**src/rtl/stage_wb_pkg.sv**
```systemverilog
// ---------------------------------------------------------------------------
// stage_wb_pkg
// Shared definitions for the writeback stage:
//   - wb_state_e      : FSM state encoding (IDLE=0, WAIT_ACK=1)
//   - cause constants : RISC-V load/store exception cause codes
//   - fault_cause()   : picks the access-fault cause for a load or a store
// ---------------------------------------------------------------------------
package stage_wb_pkg;

   typedef enum logic [0:0] {
      IDLE     = 1'b0,
      WAIT_ACK = 1'b1
   } wb_state_e;

   localparam logic [3:0] LD_MISALIGN = 4'd4;
   localparam logic [3:0] LD_FAULT    = 4'd5;
   localparam logic [3:0] ST_MISALIGN = 4'd6;
   localparam logic [3:0] ST_FAULT    = 4'd7;

   function automatic logic [3:0] fault_cause(input logic is_ld);
      return is_ld ? LD_FAULT : ST_FAULT;
   endfunction

endpackage

```
**src/rtl/wb_bus_timer.sv**
```systemverilog
// ---------------------------------------------------------------------------
// wb_bus_timer
// 8-bit cycle counter that measures how long a bus access has been pending.
// Ports:
//   clk_i, rst_ni : clock, asynchronous active-low reset
//   clr           : restart the count at zero (wins over en)
//   en            : count one cycle
//   timeout       : high while enabled and the count equals BUS_TIMEOUT-1
// ---------------------------------------------------------------------------
module wb_bus_timer #(
   parameter int unsigned BUS_TIMEOUT = 16
) (
   input  logic clk_i,
   input  logic rst_ni,
   input  logic clr,
   input  logic en,
   output logic timeout
);

   localparam logic [7:0] LAST = 8'(BUS_TIMEOUT - 1);

   logic [7:0] cnt;

   // Cycle counter: cleared on entry to a bus wait, advanced while waiting.
   always_ff @(posedge clk_i or negedge rst_ni) begin
      if (!rst_ni) begin
         cnt <= 8'd0;
      end else if (clr) begin
         cnt <= 8'd0;
      end else if (en) begin
         cnt <= cnt + 8'd1;
      end else begin
         cnt <= cnt;
      end
   end

   // Gated with en so a stale count never fires outside a wait.
   assign timeout = en & (cnt == LAST);

endmodule

```
**src/rtl/stage_wb.sv**
```systemverilog
// ---------------------------------------------------------------------------
// stage_wb
// Writeback stage: completes each instruction leaving the memory stage,
// waits for the Wishbone termination of loads/stores, writes the register
// file, reports load/store exceptions and counts retired instructions.
// Ports:
//   clk_i, rst_ni                  : clock, asynchronous active-low reset
//   valid_i, flush_i               : incoming instruction / discard request
//   pc_i, rd_addr_i, rd_we_i       : instruction PC, destination, write enable
//   is_ld_i, is_st_i               : memory op type
//   alu_result_i, ld_data_i        : ALU result (= address), formatted load data
//   e_ld_addr_mis_i, e_st_addr_mis_i : misalignment flags
//   wbm_ack_i, wbm_err_i           : bus termination
//   stall_o                        : hold upstream (combinational)
//   rf_we_o/rf_waddr_o/rf_wdata_o  : register-file write (registered)
//   fwd_valid_o/fwd_addr_o/fwd_data_o : copy of the rf write for bypass
//   exc_valid_o/exc_cause_o/exc_pc_o/exc_tval_o : exception report
//   retire_o, instret_o            : retire pulse, 64-bit retired count
// ---------------------------------------------------------------------------
module stage_wb
   import stage_wb_pkg::*;
#(
   parameter int unsigned BUS_TIMEOUT = 16
) (
   input  logic        clk_i,
   input  logic        rst_ni,
   input  logic        valid_i,
   input  logic        flush_i,
   input  logic [31:0] pc_i,
   input  logic [4:0]  rd_addr_i,
   input  logic        rd_we_i,
   input  logic        is_ld_i,
   input  logic        is_st_i,
   input  logic [31:0] alu_result_i,
   input  logic [31:0] ld_data_i,
   input  logic        e_ld_addr_mis_i,
   input  logic        e_st_addr_mis_i,
   input  logic        wbm_ack_i,
   input  logic        wbm_err_i,
   output logic        stall_o,
   output logic        rf_we_o,
   output logic [4:0]  rf_waddr_o,
   output logic [31:0] rf_wdata_o,
   output logic        fwd_valid_o,
   output logic [4:0]  fwd_addr_o,
   output logic [31:0] fwd_data_o,
   output logic        exc_valid_o,
   output logic [3:0]  exc_cause_o,
   output logic [31:0] exc_pc_o,
   output logic [31:0] exc_tval_o,
   output logic        retire_o,
   output logic [63:0] instret_o
);

   wb_state_e   state;
   logic [31:0] lat_pc;
   logic [4:0]  lat_rd;
   logic        lat_is_ld;
   logic [31:0] lat_addr;
   logic        flushed;

   logic        mem_op;
   logic        misaligned;
   logic        bus_term;
   logic        accept;
   logic        in_wait;
   logic        drop;
   logic        timeout;

   logic        do_wr;
   logic [4:0]  wr_addr;
   logic [31:0] wr_data;
   logic        do_exc;
   logic [3:0]  exc_cause;
   logic [31:0] exc_pc;
   logic [31:0] exc_tval;
   logic        do_ret;
   logic        go_wait;
   logic        go_idle;

   assign mem_op     = is_ld_i | is_st_i;
   assign misaligned = (is_ld_i & e_ld_addr_mis_i) | (is_st_i & e_st_addr_mis_i);
   assign bus_term   = wbm_ack_i | wbm_err_i;
   assign accept     = (state == IDLE) & valid_i & ~flush_i;
   assign in_wait    = (state == WAIT_ACK);
   // A flush in the terminating cycle itself also cancels the result.
   assign drop       = flushed | flush_i;

   assign stall_o = (accept & mem_op & ~misaligned & ~bus_term)
                  | (in_wait & ~bus_term & ~timeout);

   wb_bus_timer #(
      .BUS_TIMEOUT (BUS_TIMEOUT)
   ) u_timer (
      .clk_i   (clk_i),
      .rst_ni  (rst_ni),
      .clr     (go_wait),
      .en      (in_wait),
      .timeout (timeout)
   );

   // Completion decision for this cycle: what to write, report and retire.
   always_comb begin
      do_wr     = 1'b0;
      wr_addr   = rd_addr_i;
      wr_data   = alu_result_i;
      do_exc    = 1'b0;
      exc_cause = LD_MISALIGN;
      exc_pc    = pc_i;
      exc_tval  = alu_result_i;
      do_ret    = 1'b0;
      go_wait   = 1'b0;
      go_idle   = 1'b0;
      case (state)
         IDLE: begin
            if (accept) begin
               if (misaligned) begin
                  do_exc    = 1'b1;
                  exc_cause = is_ld_i ? LD_MISALIGN : ST_MISALIGN;
               end else if (mem_op && wbm_err_i) begin
                  do_exc    = 1'b1;
                  exc_cause = fault_cause(is_ld_i);
               end else if (mem_op && wbm_ack_i) begin
                  do_ret  = 1'b1;
                  do_wr   = is_ld_i & (rd_addr_i != 5'd0);
                  wr_data = ld_data_i;
               end else if (mem_op) begin
                  go_wait = 1'b1;
               end else begin
                  do_ret = 1'b1;
                  do_wr  = rd_we_i & (rd_addr_i != 5'd0);
               end
            end else begin
               go_wait = 1'b0;
            end
         end
         WAIT_ACK: begin
            wr_addr   = lat_rd;
            wr_data   = ld_data_i;
            exc_cause = fault_cause(lat_is_ld);
            exc_pc    = lat_pc;
            exc_tval  = lat_addr;
            // err beats ack; the timeout only counts when neither arrived.
            if (wbm_err_i) begin
               go_idle = 1'b1;
               do_exc  = ~drop;
            end else if (wbm_ack_i) begin
               go_idle = 1'b1;
               do_ret  = ~drop;
               do_wr   = ~drop & lat_is_ld & (lat_rd != 5'd0);
            end else if (timeout) begin
               go_idle = 1'b1;
               do_exc  = ~drop;
            end else begin
               go_idle = 1'b0;
            end
         end
         default: begin
            go_idle = 1'b1;
         end
      endcase
   end

   // FSM, latched access context and all registered outputs.
   always_ff @(posedge clk_i or negedge rst_ni) begin
      if (!rst_ni) begin
         state       <= IDLE;
         lat_pc      <= 32'd0;
         lat_rd      <= 5'd0;
         lat_is_ld   <= 1'b0;
         lat_addr    <= 32'd0;
         flushed     <= 1'b0;
         rf_we_o     <= 1'b0;
         rf_waddr_o  <= 5'd0;
         rf_wdata_o  <= 32'd0;
         exc_valid_o <= 1'b0;
         exc_cause_o <= 4'd0;
         exc_pc_o    <= 32'd0;
         exc_tval_o  <= 32'd0;
         retire_o    <= 1'b0;
         instret_o   <= 64'd0;
      end else begin
         if (go_wait) begin
            state     <= WAIT_ACK;
            lat_pc    <= pc_i;
            lat_rd    <= rd_addr_i;
            lat_is_ld <= is_ld_i;
            lat_addr  <= alu_result_i;
            flushed   <= 1'b0;
         end else if (go_idle) begin
            state   <= IDLE;
            flushed <= 1'b0;
         end else if (in_wait && flush_i) begin
            flushed <= 1'b1;
         end else begin
            flushed <= flushed;
         end

         rf_we_o <= do_wr;
         if (do_wr) begin
            rf_waddr_o <= wr_addr;
            rf_wdata_o <= wr_data;
         end

         exc_valid_o <= do_exc;
         if (do_exc) begin
            exc_cause_o <= exc_cause;
            exc_pc_o    <= exc_pc;
            exc_tval_o  <= exc_tval;
         end

         retire_o <= do_ret;
         if (do_ret) begin
            instret_o <= instret_o + 64'd1;
         end
      end
   end

   assign fwd_valid_o = rf_we_o;
   assign fwd_addr_o  = rf_waddr_o;
   assign fwd_data_o  = rf_wdata_o;

endmodule

```
**config.mk**
```make
export PLATFORM = sky130hd
export DESIGN_NAME = stage_wb
export DESIGN_NICKNAME = d
export VERILOG_FILES = /design/src/rtl/stage_wb_pkg.sv /design/src/rtl/wb_bus_timer.sv /design/src/rtl/stage_wb.sv
export SDC_FILE = /design/constraint.sdc
export NUM_CORES = 1
export LEC_CHECK = 0
export ABC_AREA = 1
export CORE_ASPECT_RATIO = 1.5
export CORE_MARGIN = 8
export CORE_UTILIZATION = 60
export CTS_BUF_LIST = sky130_fd_sc_hd__clkbuf_8
export CTS_CLUSTER_DIAMETER = 40
export DETAILED_ROUTE_END_ITERATION = 10
export DONT_BUFFER_PORTS = 1
export PLACE_DENSITY = 0.76
export SETUP_SLACK_MARGIN = 0.3
export SYNTH_ARGS = -nofsm -noshare
export SYNTH_HDL_FRONTEND = slang
export SYNTH_SLANG_ARGS = --single-unit
```
**constraint.sdc**
```tcl
create_clock -name clk_i -period 3.6 [get_ports clk_i]
set_clock_uncertainty 0.1 [all_clocks]
set_input_delay 0.72 -clock clk_i [delete_from_list [all_inputs] [get_ports clk_i]]
set_output_delay 0.72 -clock clk_i [all_outputs]
set_load 0.02 [all_outputs]
```
==> impl_metrics.env, run 1 <==
export IMPL_status="complete, but fails checks"
export IMPL_violations="negative hold slack"
export IMPL_ys_seq_area_share_pct=50.5
export IMPL_synth_area_um2=12400
export IMPL_ir_worst_vdd_mv=0.321
export IMPL_crit_slowest_cell="dfrtp_4"
export IMPL_syn_inst=1614
export IMPL_antenna_found_initial=1
export IMPL_layout_setup_ws_ps=607
export IMPL_maxCapViolCount=0
export IMPL_wl_mm=32.9
export IMPL_grt_max_degree=252
export IMPL_drc_errors=0
export IMPL_use_met3_pct=8.39
export IMPL_tns_ps=0
export IMPL_rows=64
export IMPL_max_stage_delay_ps=670
export IMPL_cts_tree="built"
export IMPL_place_congestion=0.901
export IMPL_cts_root_buf="clkbuf_8"
export IMPL_cpLargestDelayFamily="simple AND/OR/NAND/NOR gates"
export IMPL_worstMarginPinSlew_ps=1010
export IMPL_synth_common_cells="nand2_1, dfrtp_1, inv_1"
export IMPL_slew_headroom_pct=32.3
export IMPL_die_h_um=192
export IMPL_cts_sinks=251
export IMPL_clock_latency_ps=520
export IMPL_synth_area_top_cells="dfrtp_1, nand2_1, o21ai_0"
export IMPL_yosysMostFrequentCell="nand2_1"
export IMPL_max_freq_ghz=0.334
export IMPL_yosysTopAreaCellShare_pct=50.5
export IMPL_pre_cts_slack_ps=1060
export IMPL_die_area_um2=25700
export IMPL_die_x_um=134
export IMPL_nNetsFinal=1670
export IMPL_initialDrtViolationCount=699
export IMPL_synth_top_area_cell="dfrtp_1"
export IMPL_critPathLaunchType="flop"
export IMPL_critPathBufInv=1
export IMPL_stdcell_count=1848
export IMPL_finalPower_mw=7.25
export IMPL_yosys_register_bits=251
export IMPL_num_antenna_cells=0
export IMPL_yosysUniqueCellTypes=34
export IMPL_ant_nets=0
export IMPL_clockBufferDepth=3
export IMPL_hold_violations=251
export IMPL_ios=323
export IMPL_crit_chain="inv_2 > nand3_1 > nor2_2 > nand2_1 > nor2_4 > or2_2"
export IMPL_clkTransAtPathRegs_ps=60
export IMPL_syn_num_nets=1728
export IMPL_vias=9986
export IMPL_drtPass1Iterations=5
export IMPL_via_per_inst=5.40
export IMPL_cts_resized_gates=0
export IMPL_worstPathMaxFanout=50
export IMPL_setup_viol_count_final=0
export IMPL_cp_required_ps=2780
export IMPL_grt_busiest_layer="met2"
export IMPL_yosysWarnings=0
export IMPL_wl_per_cell_um=17.8
export IMPL_overflow=0
export IMPL_post_cts_buffers=0
export IMPL_rsz0062_at_grt="false"
export IMPL_crit_type="reg2out"
export IMPL_core_area_um2=20400
export IMPL_h_tree_depth=2
export IMPL_critPathCaptureType="primary output"
export IMPL_fin_crit_sh_pct=83.1
export IMPL_use_met1_pct=26.8
export IMPL_start_util_pct=61.0
export IMPL_powerDensity_nw_per_um2=561
export IMPL_slew_violations=0
export IMPL_dp_hpwl_mm=23.6
export IMPL_area_delta_synth_final_pct=3.71
export IMPL_synth_area_per_cell_um2=7.71
export IMPL_met2_usage_pct=45.8
export IMPL_grt_pass1_vias=9921
export IMPL_arrival_ps=2170
export IMPL_drive_above_1_share_pct=5.62
export IMPL_p_leak_nw=6.36
export IMPL_hold_class="in2async"
export IMPL_min_period_ps=2990
export IMPL_grt_first_pass_wirelength_mm=52.4
export IMPL_whs_ps=-207
export IMPL_cts_buffers=39
export IMPL_synth_edff_count=0
export IMPL_async_flop_share_pct=100
export IMPL_post_place_cells=1779
export IMPL_track_usage_pct=25.5
export IMPL_synth_flop_cell="dfrtp_1"
export IMPL_io_buffers=0
[layout by cell type, fill, tap and decap left out, types with 11 or more instances in the layout]
cell and instances:
clkbuf_8 45, dfrtp_1 250, inv_1 142, nand2_1 638
nand3_1 72, nand3b_1 15, nand4_1 11, nor2_1 119
nor3_1 11, o21ai_0 109, o21ai_1 71, xnor2_1 16
xor2_1 23
[worst register-to-register path, stage by stage (launching register included)]
cell	delay, ps
dfrtp_4	720
inv_2	160
nand3_1	120
nor2_2	50
nand2_1	100
nor2_4	70
inv_4	510
buf_12	350
nand2_1	160
o21ai_1	100
[state kept, by name, indices dropped and copies added, names as in the netlist]
signal / cells
lat_rd: 5
u_timer.cnt: 8
lat_pc: 32
in_wait: 1
retire_o: 1
instret_o: 64
exc_cause_o: 3
exc_pc_o: 32
exc_tval_o: 32
fwd_addr_o: 5
lat_addr: 32
lat_is_ld: 1
flushed: 1
exc_valid_o: 1
fwd_data_o: 32
fwd_valid_o: 1
[final timing paths]
check,start,to,slack (ps),cells past startpoint
setup / recovery,in_wait,stall_o,610,6
setup reg to reg,in_wait,lat_addr[26],1070,9
min in group clk_i,pc_i[24],lat_pc[24],240,2
max in group asynchronous,rst_ni,fwd_data_o[24],3210,0
hold reg to reg,lat_pc[27],lat_pc[27],390,2
hold / removal,rst_ni,exc_pc_o[28],-210,0
[through the flow]
| stage | hold slack, ps | area [um^2] | util, % |
|---|---|---|---|
| after floorplan | 324 | 12400 | - |
| final | -207 | 12900 | 63.2 |
| after global placement | 332 | 12200 | 59.5 |
| after global routing | -231 | 12900 | 63.2 |
| after detailed placement | 333 | 12200 | 59.5 |
| after CTS | -240 | 12900 | 63.2 |
[cell type report]
type	instances	area, um^2
Clock inverter	24	133
Timing Repair Buffer	7	77.6
Multi-Input combinational cell	1127	4970
Tap cell	264	330
Fill cell	1842	7510
Clock buffer	45	619
Inverter	130	490
Sequential cell	251	6280
[kinds of logic (layout without fill, tap and decap cells)]
group                    count (synthesis)  count (layout)  share of synthesized area [%]
other                                    1               1                         0.0301
XOR/XNOR                                39              39                           2.74
buffers and inverters                  236             206                           9.58
AO/OA/AOI/OAI                          191             191                           7.82
flip-flops                             251             251                           50.5
AND/OR/NAND/NOR                        894             894                           29.2
adder cells (fa/ha/maj)                  2               2                          0.201
[routing by layer]
metal  up-vias  part of all wire (%)
met2       361                    52
met3        77                   8.6
met4         2                   3.7
li1       4885                     -
met5         -                 0.039
met1      4661                    36
[where the power goes]
| part | internal [mW] | switching (mW) |
|---|---|---|
| clock network | 1.21 | 1.09 |
| registers | 3.31 | 0.953 |
| logic | 0.286 | 0.392 |
| total | 4.81 | 2.43 |
Power figures use the tool's default switching activity.
==> inputs of run 2 (changes only) <==
- clock period: 3.6 -> 2.88 ns (I/O delays scaled with it)
==> run 2 against run 1 <==
  * The flow still finishes with violations (negative hold slack)
  * Final area up 1.1%
  * Clock power up 37%
  * Register-to-register slack worse by 500 ps
  * Global-route usage up 0.18 points
  * Flip-flop and latch count unchanged
  * Critical path type unchanged
  * Critical endpoint unchanged
  * Highest routed layer unchanged
==> impl_metrics.env, run 2 (synthesis gave the netlist of run 1 again) <==
export IMPL_p_clk_share_pct=33.7
export IMPL_critPathLaunchType="flop"
export IMPL_h_tree_depth=2
export IMPL_start_util_pct=61.0
export IMPL_ios=323
export IMPL_initialDrtViolationCount=557
export IMPL_violations="negative hold slack"
export IMPL_status="complete, but fails checks"
export IMPL_tns_ps=0
export IMPL_reg2reg_to="u_timer.cnt[5]"
export IMPL_grt_max_degree=252
export IMPL_critPathCaptureType="primary output"
export IMPL_cts_root_buf="clkbuf_8"
export IMPL_cp_required_ps=2200
export IMPL_setup_viol_count_final=0
export IMPL_slew_headroom_pct=43.7
export IMPL_grt_first_pass_wirelength_mm=52.7
export IMPL_reg2reg_depth=10
export IMPL_die_h_um=192
export IMPL_post_place_cells=1787
export IMPL_nNetsFinal=1682
export IMPL_reg2reg_from="in_wait"
export IMPL_dp_hpwl_mm=24.2
export IMPL_die_x_um=134
export IMPL_wl_per_cell_um=18.1
export IMPL_top_register="instret_o"
export IMPL_area_delta_synth_final_pct=4.87
export IMPL_overflow=0
export IMPL_pwr_share_seq_pct=57.1
export IMPL_whs_ps=-363
export IMPL_mostFrequentLayoutCells="nand2_1, dfrtp_1, inv_1"
export IMPL_maxCapViolCount=0
export IMPL_num_antenna_cells=0
export IMPL_power_switching_mw=3.12
export IMPL_worstPathMaxFanout=3
export IMPL_clkTransAtPathRegs_ps=60
export IMPL_die_area_um2=25700
export IMPL_drtPass1Iterations=5
export IMPL_drc_errors=0
export IMPL_via_per_inst=5.44
export IMPL_drive_above_1_share_pct=6.76
export IMPL_cts_tree="built"
export IMPL_crit_type="reg2out"
export IMPL_grt_pass1_vias=9962
export IMPL_cts_buffers=42
export IMPL_wl_mm=33.7
export IMPL_max_freq_ghz=0.411
export IMPL_ir_worst_vdd_mv=0.485
export IMPL_clockBufferDepth=3
export IMPL_largest_register_ff_count=64
export IMPL_rows=64
export IMPL_min_period_ps=2440
export IMPL_p_int_mw=6.24
export IMPL_powerDensity_nw_per_um2=717
export IMPL_io_buffers=0
export IMPL_clock_latency_ps=530
export IMPL_layout_commonest_cell="nand2_1"
export IMPL_vias=10100
export IMPL_hold_violations=251
export IMPL_stdcell_count=1861
export IMPL_antenna_found_initial=1
export IMPL_core_area_um2=20400
export IMPL_track_usage_pct=25.7
export IMPL_place_congestion=0.916
export IMPL_p_leak_nw=6.44
export IMPL_worstMarginPinSlew_ps=844
export IMPL_reg2reg_setup_slack_ps=570
export IMPL_slew_violations=0
export IMPL_fin_crit_sh_pct=84.6
export IMPL_cts_sinks=251
export IMPL_power_share_switching_pct=33.3
export IMPL_rsz0062_at_grt="false"
export IMPL_ant_nets=0
export IMPL_arrival_ps=1760
export IMPL_hold_class="in2async"
export IMPL_combPwrFrac_pct=9.2
-- run 2: changes by cell type in the layout (fill, tap and decap cells not counted), moves of 2 or more --
cell        before  now
buf_4            5   16
clkbuf_8        45   53
inv_1          142  138
buf_12           2    0
clkinv_2         3    5
clkinvlp_4       2    0
-- run 2: power by group through the flow --
| stage | Combinational [mW] | Sequential (mW) | Clock [mW] |
|---|---|---|---|
| floorplan | 1.12 | 5.01 | 0 |
| global placement | 0.814 | 5.40 | 0 |
| detailed placement | 0.866 | 5.42 | 0 |
| CTS | 0.871 | 5.36 | 3.24 |
| global route | 1.01 | 5.43 | 3.40 |
| finish | 0.858 | 5.35 | 3.16 |
-- run 2: what timing repair did --
| item | CTS | global route |
|---|---|---|
| endpoints found under the hold margin | 251 | 251 |
| pin swaps | 1 | 0 |
| setup endpoints to repair | 1 | 1 |
| setup buffers | 1 | 0 |
| resized for setup | 1 | 3 |
-- run 2: routing by layer --
metal / vias to the layer above / wire length (um) / global-route usage (%)
li1: 4907 / - / -
met4: 2 / 1320 / 11.8
met5: - / 13 / 0
met2: 371 / 17300 / 45.8
met3: 77 / 2970 / 8.36
met1: 4773 / 12100 / 27.0
-- run 2: how the worst max path moves through the flow --
stage                      to  depth (start not counted)             from
6_report              stall_o                          5   u_timer.cnt[1]
5_1_grt               stall_o                          5   u_timer.cnt[0]
4_1_cts               stall_o                          5   u_timer.cnt[1]
3_5_place_dp   u_timer.cnt[5]                          9  e_ld_addr_mis_i
3_3_place_gp   u_timer.cnt[5]                          9  e_ld_addr_mis_i
2_1_floorplan         stall_o                          6  e_ld_addr_mis_i
-- run 2: cell type report --
type	instances	area, um^2
Clock buffer	53	729
Clock inverter	20	113
Fill cell	1791	7360
Inverter	130	493
Multi-Input combinational cell	1127	4980
Sequential cell	251	6280
Tap cell	264	330
Timing Repair Buffer	16	120
-- run 2: through the flow --
step | cell area, um^2 | setup slack (ps) | power, mW | util [%]
2_1_floorplan | 12400 | 924 | 6.14 | -
6_report | 13100 | 445 | 9.36 | 63.9
3_3_place_gp | 12200 | 495 | 6.21 | 59.7
4_1_cts | 13000 | 354 | 9.47 | 63.9
5_1_grt | 13100 | 331 | 9.84 | 63.9
3_5_place_dp | 12200 | 493 | 6.29 | 59.7
-- run 2: critical path: stages (launching register included) --
cell,delay (ps)
dfrtp_1,380
ha_1,180
nand4_1,150
nor2_2,190
nor3_2,70
or2_4,270
==> RTL edit 1: new RTL, settings of run 2 <==
Make the reset (`rst_ni`) synchronous in 2 clocked blocks. Comments in the files are not updated.
--- a/src/rtl/wb_bus_timer.sv
+++ b/src/rtl/wb_bus_timer.sv
@@ -22,7 +22,7 @@
    logic [7:0] cnt;
 
    // Cycle counter: cleared on entry to a bus wait, advanced while waiting.
-   always_ff @(posedge clk_i or negedge rst_ni) begin
+   always_ff @(posedge clk_i) begin
       if (!rst_ni) begin
          cnt <= 8'd0;
       end else if (clr) begin
--- a/src/rtl/stage_wb.sv
+++ b/src/rtl/stage_wb.sv
@@ -162,7 +162,7 @@
    end
 
    // FSM, latched access context and all registered outputs.
-   always_ff @(posedge clk_i or negedge rst_ni) begin
+   always_ff @(posedge clk_i) begin
       if (!rst_ni) begin
          state       <= IDLE;
          lat_pc      <= 32'd0;
Behaviour: differs if rst_ni is asserted again (counterexample within 4 cycles, from zero or initial values and one cycle with rst_ni low); with rst_ni held inactive, the same outputs for 4 cycles.
==> RTL edit 1 against run 2 <==
  * Die area shrank 3.1%
  * Sequential cell count is the same
  * Routed wire length grew 4.0%
  * Final area shrank 2.5%
  * Non-clock buffer count grew 20
  * Setup slack lost 0.088 ns
  * Area after synthesis shrank 3.5%
Power is not compared: it rests on default switching activity, and its combinational part moved more than twofold at a synthesized area within 25%.
==> RTL edit 1: results (changes against run 2) <==
synth:
  synth_ff_type: "dfxtp_1"  # was dfrtp_1
  yosys.cell_types.count: 33  # was 34
  ys_seq_area_share_pct: 41.8  # was 50.5%
  synth_area_leaders: "dfxtp_1 (42%), nor2_1 (13%), nand2_1 (11%)"  # was dfrtp_1 (50%), nand2_1 (19%), o21ai_0 (4.4%)
  ys_top_cells_by_count: "nor2_1 (424), nand2_1 (352), o21ai_0 (259), dfxtp_1 (251), inv_1 (191)"  # was nand2_1 (638), dfrtp_1 (251), inv_1 (125), nor2_1 (119), o21ai_0 (109)
  async_reset_ff_share_pct: 0  # was 100%
  syn-num-nets: 1961  # was 1728
global_routing:
  grt_max_degree: 222  # was 252
  met1_usage_pct: 28.4  # was 27.0%
  antenna_found_initial: 0  # was 1
  grt_pass1_wl_um: 55600  # was 52700 um
  track_usage_pct: 27.0  # was 25.7%
  gr-usage-met2_pct: 46.5  # was 45.8%
  met3_usage_pct: 9.02  # was 8.36%
finish:
  antennaDiodeCount: 0  # unchanged
  drive_gt1_share_pct: 6.69  # was 6.76%
  n_fill_cell: 1905  # was 1791
  fin_nets: 1909  # was 1682
timing:
  worst_pin_slew_ns: 0.724  # was 0.844 ns
placement:
  hpwl_um: 24700  # was 24200 um
  port_buffers: 0  # unchanged
  gp_congestion: 0.908  # was 0.916
setup_path:
  path_max_fanout: 3  # unchanged
  reg2reg_depth: 11  # was 10
  crit_start: "u_timer.cnt[0]"  # was u_timer.cnt[1]
  arrival_ns: 1.85  # was 1.76 ns
  slowest_delay_ns: 0.37
  critPathSlowestCell: "dfxtp_4"  # was dfrtp_1
power_and_ir_drop:
  max-vdd-ir-drop_mv: 0.416
routing:
  drt-initial-drc-count: 773  # was 557
  vias: 11400  # was 10100
  drt-wirelength-per-cell_um: 16.8  # was 18.1 um
clock_network:
  clockBufferDepth: 3  # unchanged
  cts_buffers: 38  # was 42
  h-tree-depth: 2  # unchanged
hold_path:
  hp-class: "input pin to flop"  # was input pin to asynchronous set/reset pin
  min_from: "rst_ni"
status:
  status: "completed"  # was finished with violations
[RTL edit 1: cell count changes after synthesis, sizes merged, moves of 13 or more]
cell | run 2 | this run
inv | 130 | 194
clkbuf | 16 | 54
o21ai | 181 | 265
buf | 90 | 74
a21oi | 6 | 101
xnor2 | 16 | 3
dfrtp | 251 | 0
nor2 | 132 | 433
nand2 | 643 | 357
xor2 | 23 | 6
dfxtp | 0 | 251
nand3 | 72 | 53
[RTL edit 1: stage by stage]
| stage | setup slack, ns | instances | hold WS, ns | util, % | instance area [um2] |
|---|---|---|---|---|---|
| floorplan | 0.505 | 1847 | 0.324 | - | 12000 |
| finish | 0.357 | 2083 | 0.0697 | 64.6 | 12700 |
| detailed placement | 0.424 | 2012 | 0.334 | 60.5 | 11900 |
| global placement | 0.496 | 2012 | 0.330 | 60.5 | 11900 |
| global route | 0.274 | 2083 | 0.0748 | 64.6 | 12700 |
| CTS | 0.323 | 2081 | 0.0711 | 64.3 | 12700 |
[RTL edit 1: kinds of logic (layout without fill, tap and decap cells)]
kind of cell / count (synthesis) / in the layout / synth area share [%]
AO/OA/AOI/OAI: 376 / 376 / 15.8
AND/OR/NAND/NOR: 886 / 886 / 29.4
flip-flops: 251 / 251 / 41.8
XOR/XNOR: 9 / 9 / 0.656
buffers and inverters: 322 / 298 / 12.0
adder cells (fa/ha/maj): 2 / 2 / 0.208
other: 1 / 1 / 0.0312
[RTL edit 1: final cells by class]
class                   instances  area share, %
multi-input cells            1274           43.9
well taps                     260           2.56
flip-flops and latches        251           39.5
clock inverters                22          0.806
clock buffers                  46           4.97
inverters                     194           5.72
repair buffers                 36           2.48
[RTL edit 1: power breakdown]
group,internal [W],switching [W],total (W)
sequential,0.00358,0.000195,0.00377
clock,0.00146,0.00140,0.00285
combinational,0.000124,0.000231,0.000354
total,0.00516,0.00182,0.00698
[RTL edit 1: worst paths after layout]
check | to | slack, ns
setup / recovery | stall_o | 0.36
hold / removal | instret_o[23] | 0.07
setup reg to reg | exc_pc_o[24] | 0.47
hold reg to reg | lat_addr[7] | 0.34
[RTL edit 1: per-layer routing]
metal / wire length [um] / up-vias
li1: - / 5674
met1: 13100 / 5085
met2: 16800 / 464
met3: 3290 / 131
met4: 1880 / 0
met5: 0 / -
[RTL edit 1: timing repair]
item / 4_1_cts / 5_1_grt
setup buffers: 1 / 2
gates resized for setup: 2 / 11
pin swaps: 1 / 2
endpoints found under the setup margin: 1 / 8
==> RTL edit 2: new RTL, config.mk and constraints of run 2 <==
Made on the original files. `BUS_TIMEOUT` is set to 16 in 2 places; all go to 8.
--- a/src/rtl/wb_bus_timer.sv
+++ b/src/rtl/wb_bus_timer.sv
@@ -8,7 +8,7 @@
 //   timeout       : high while enabled and the count equals BUS_TIMEOUT-1
 // ---------------------------------------------------------------------------
 module wb_bus_timer #(
-   parameter int unsigned BUS_TIMEOUT = 16
+   parameter int unsigned BUS_TIMEOUT = 8
 ) (
    input  logic clk_i,
    input  logic rst_ni,
--- a/src/rtl/stage_wb.sv
+++ b/src/rtl/stage_wb.sv
@@ -20,7 +20,7 @@
 module stage_wb
    import stage_wb_pkg::*;
 #(
-   parameter int unsigned BUS_TIMEOUT = 16
+   parameter int unsigned BUS_TIMEOUT = 8
 ) (
    input  logic        clk_i,
    input  logic        rst_ni,
Check against the original RTL: no difference found for any inputs over 4 cycles, from zero or initial values and one cycle with rst_ni low; that may be too few to reach the edited logic, so the function may still have changed.
==> RTL edit 2 against run 2 <==
  * The run still ends with negative hold slack left
  * Non-clock buffer count grew 2
  * Routed wire length hardly changed
  * Power fell by 1.3%
  * Sequential cell count is the same
  * Setup slack got worse by 0.027 ns
  * Sequential share of layout area decreased by 0.77 points
  * Area after synthesis up 0.93%
  * Final cell count rose by 3.4%
  * Global-route usage is essentially flat
  * Final area increased by 1.6%
  * Highest routed layer is now met4
==> RTL edit 2: results (changes against run 2) <==
finish:
  num-nonclk-buffers: 18  # was 16
  num-nonclk-inverters: 177  # was 130
  fin_nets: 1741  # was 1682
  clkCellAreaFrac_pct: 6.25  # was 6.45%
  stdcell_count: 1924  # was 1861
  multi_input_area_mm2: 0.00498  # about the same
  buf_share_pct: 1.30  # was 0.920%
  drive_gt1_share_pct: 5.43  # was 6.76%
  multi_input_gates: 1139  # was 1127
  clock_buffer_count: 47  # was 53
  design.seq.count: 251  # unchanged
  n_fill_cell: 1872  # was 1791
setup_path:
  crit_start: "in_wait"  # was u_timer.cnt[1]
  critPathSlowestCell: "dfrtp_4"  # was dfrtp_1
  r2r-end: "instret_o[48]"  # was u_timer.cnt[5]
  arrival_ns: 1.79  # was 1.76 ns
  slowest_delay_ns: 0.44  # was 0.38 ns
  r2r_start: "instret_o[1]"  # was in_wait
clock_network:
  cts_buffers: 40  # was 42
  clkSlewWorstSetupHoldPaths_ns: 0.07
  postCtsSetupBuffers: 0  # was 1
status:
  violations: "negative hold slack"  # unchanged
  status: "finished with violations"  # unchanged
synth:
  syn-num-nets: 1789  # was 1728
  ys_seq_area_share_pct: 50.0  # was 50.5%
  yosys.cell_types.count: 29  # was 34
  synth_area_leaders: "dfrtp_1 (50%), nand2_1 (20%), o21ai_0 (5.9%)"  # was dfrtp_1 (50%), nand2_1 (19%), o21ai_0 (4.4%)
  syn_avg_cell_area_um2: 7.50  # was 7.71 um2
  synth_area_mm2: 0.0126  # was 0.0124 mm2
  ys_top_cells_by_count: "nand2_1 (660), dfrtp_1 (251), inv_1 (174), o21ai_0 (149), nor2_1 (117)"  # was nand2_1 (638), dfrtp_1 (251), inv_1 (125), nor2_1 (119), o21ai_0 (109)
routing:
  drt-initial-drc-count: 541  # was 557
  drt-wirelength-per-cell_um: 17.5  # was 18.1 um
  wl_met1_um: 12500  # was 12100 um
  wl_met3_um: 3000  # was 2970 um
  highest_layer: "met4"  # was met5
  viasPerCell: 5.43  # was 5.44
  wl_met2_um: 16600  # was 17300 um
power_and_ir_drop:
  p_seq_w: 0.00526  # was 0.00535 W
  p_clk_share_pct: 34.5  # was 33.7%
  powerDensity_mw_per_mm2: 696  # was 717 mW/mm2
timing:
  hold_ws_ns: -0.354  # was -0.363 ns
  hold_viol_final: 251  # unchanged
  worst_pin_slew_ns: 0.677  # was 0.844 ns
global_routing:
  track_usage_pct: 25.7  # about the same
  met3_usage_pct: 8.35  # was 8.36%
  met1_usage_pct: 28.7  # was 27.0%
  antenna_found_initial: 0  # was 1
  gr-usage-met2_pct: 43.2  # was 45.8%
placement:
  gp_congestion: 0.947  # was 0.916
  dp_slack_ns: 0.385  # was 0.493 ns
  dpl-instance-area_mm2: 0.0124  # was 0.0122 mm2
RTL edit 2: worst max path at each step:
stage | end | slack [ns] | cells past startpoint
finish | stall_o | 0.42 | 6
global route | stall_o | 0.32 | 6
CTS | stall_o | 0.31 | 6
detailed placement | instret_o[59] | 0.39 | 10
global placement | instret_o[59] | 0.50 | 10
floorplan | stall_o | 0.65 | 7
RTL edit 2: cells by family (layout without fill, tap and decap cells):
group           after synthesis  after routing  share of synthesized area, %
xor+xnor                     37             37                          2.58
buf+inv                     285            266                          10.5
simple gates                940            940                          30.4
fa+ha+maj                     2              2                         0.199
compound gates              159            159                          6.36
other cells                   1              1                        0.0298
flops                       251            251                          50.0
RTL edit 2: repair_timing:
| action | in CTS | in global routing |
|---|---|---|
| endpoints found under the setup margin | 1 | 1 |
| pin swaps | 0 | 1 |
| endpoints found under the hold margin | 251 | 251 |
| gates resized for setup | 5 | 1 |
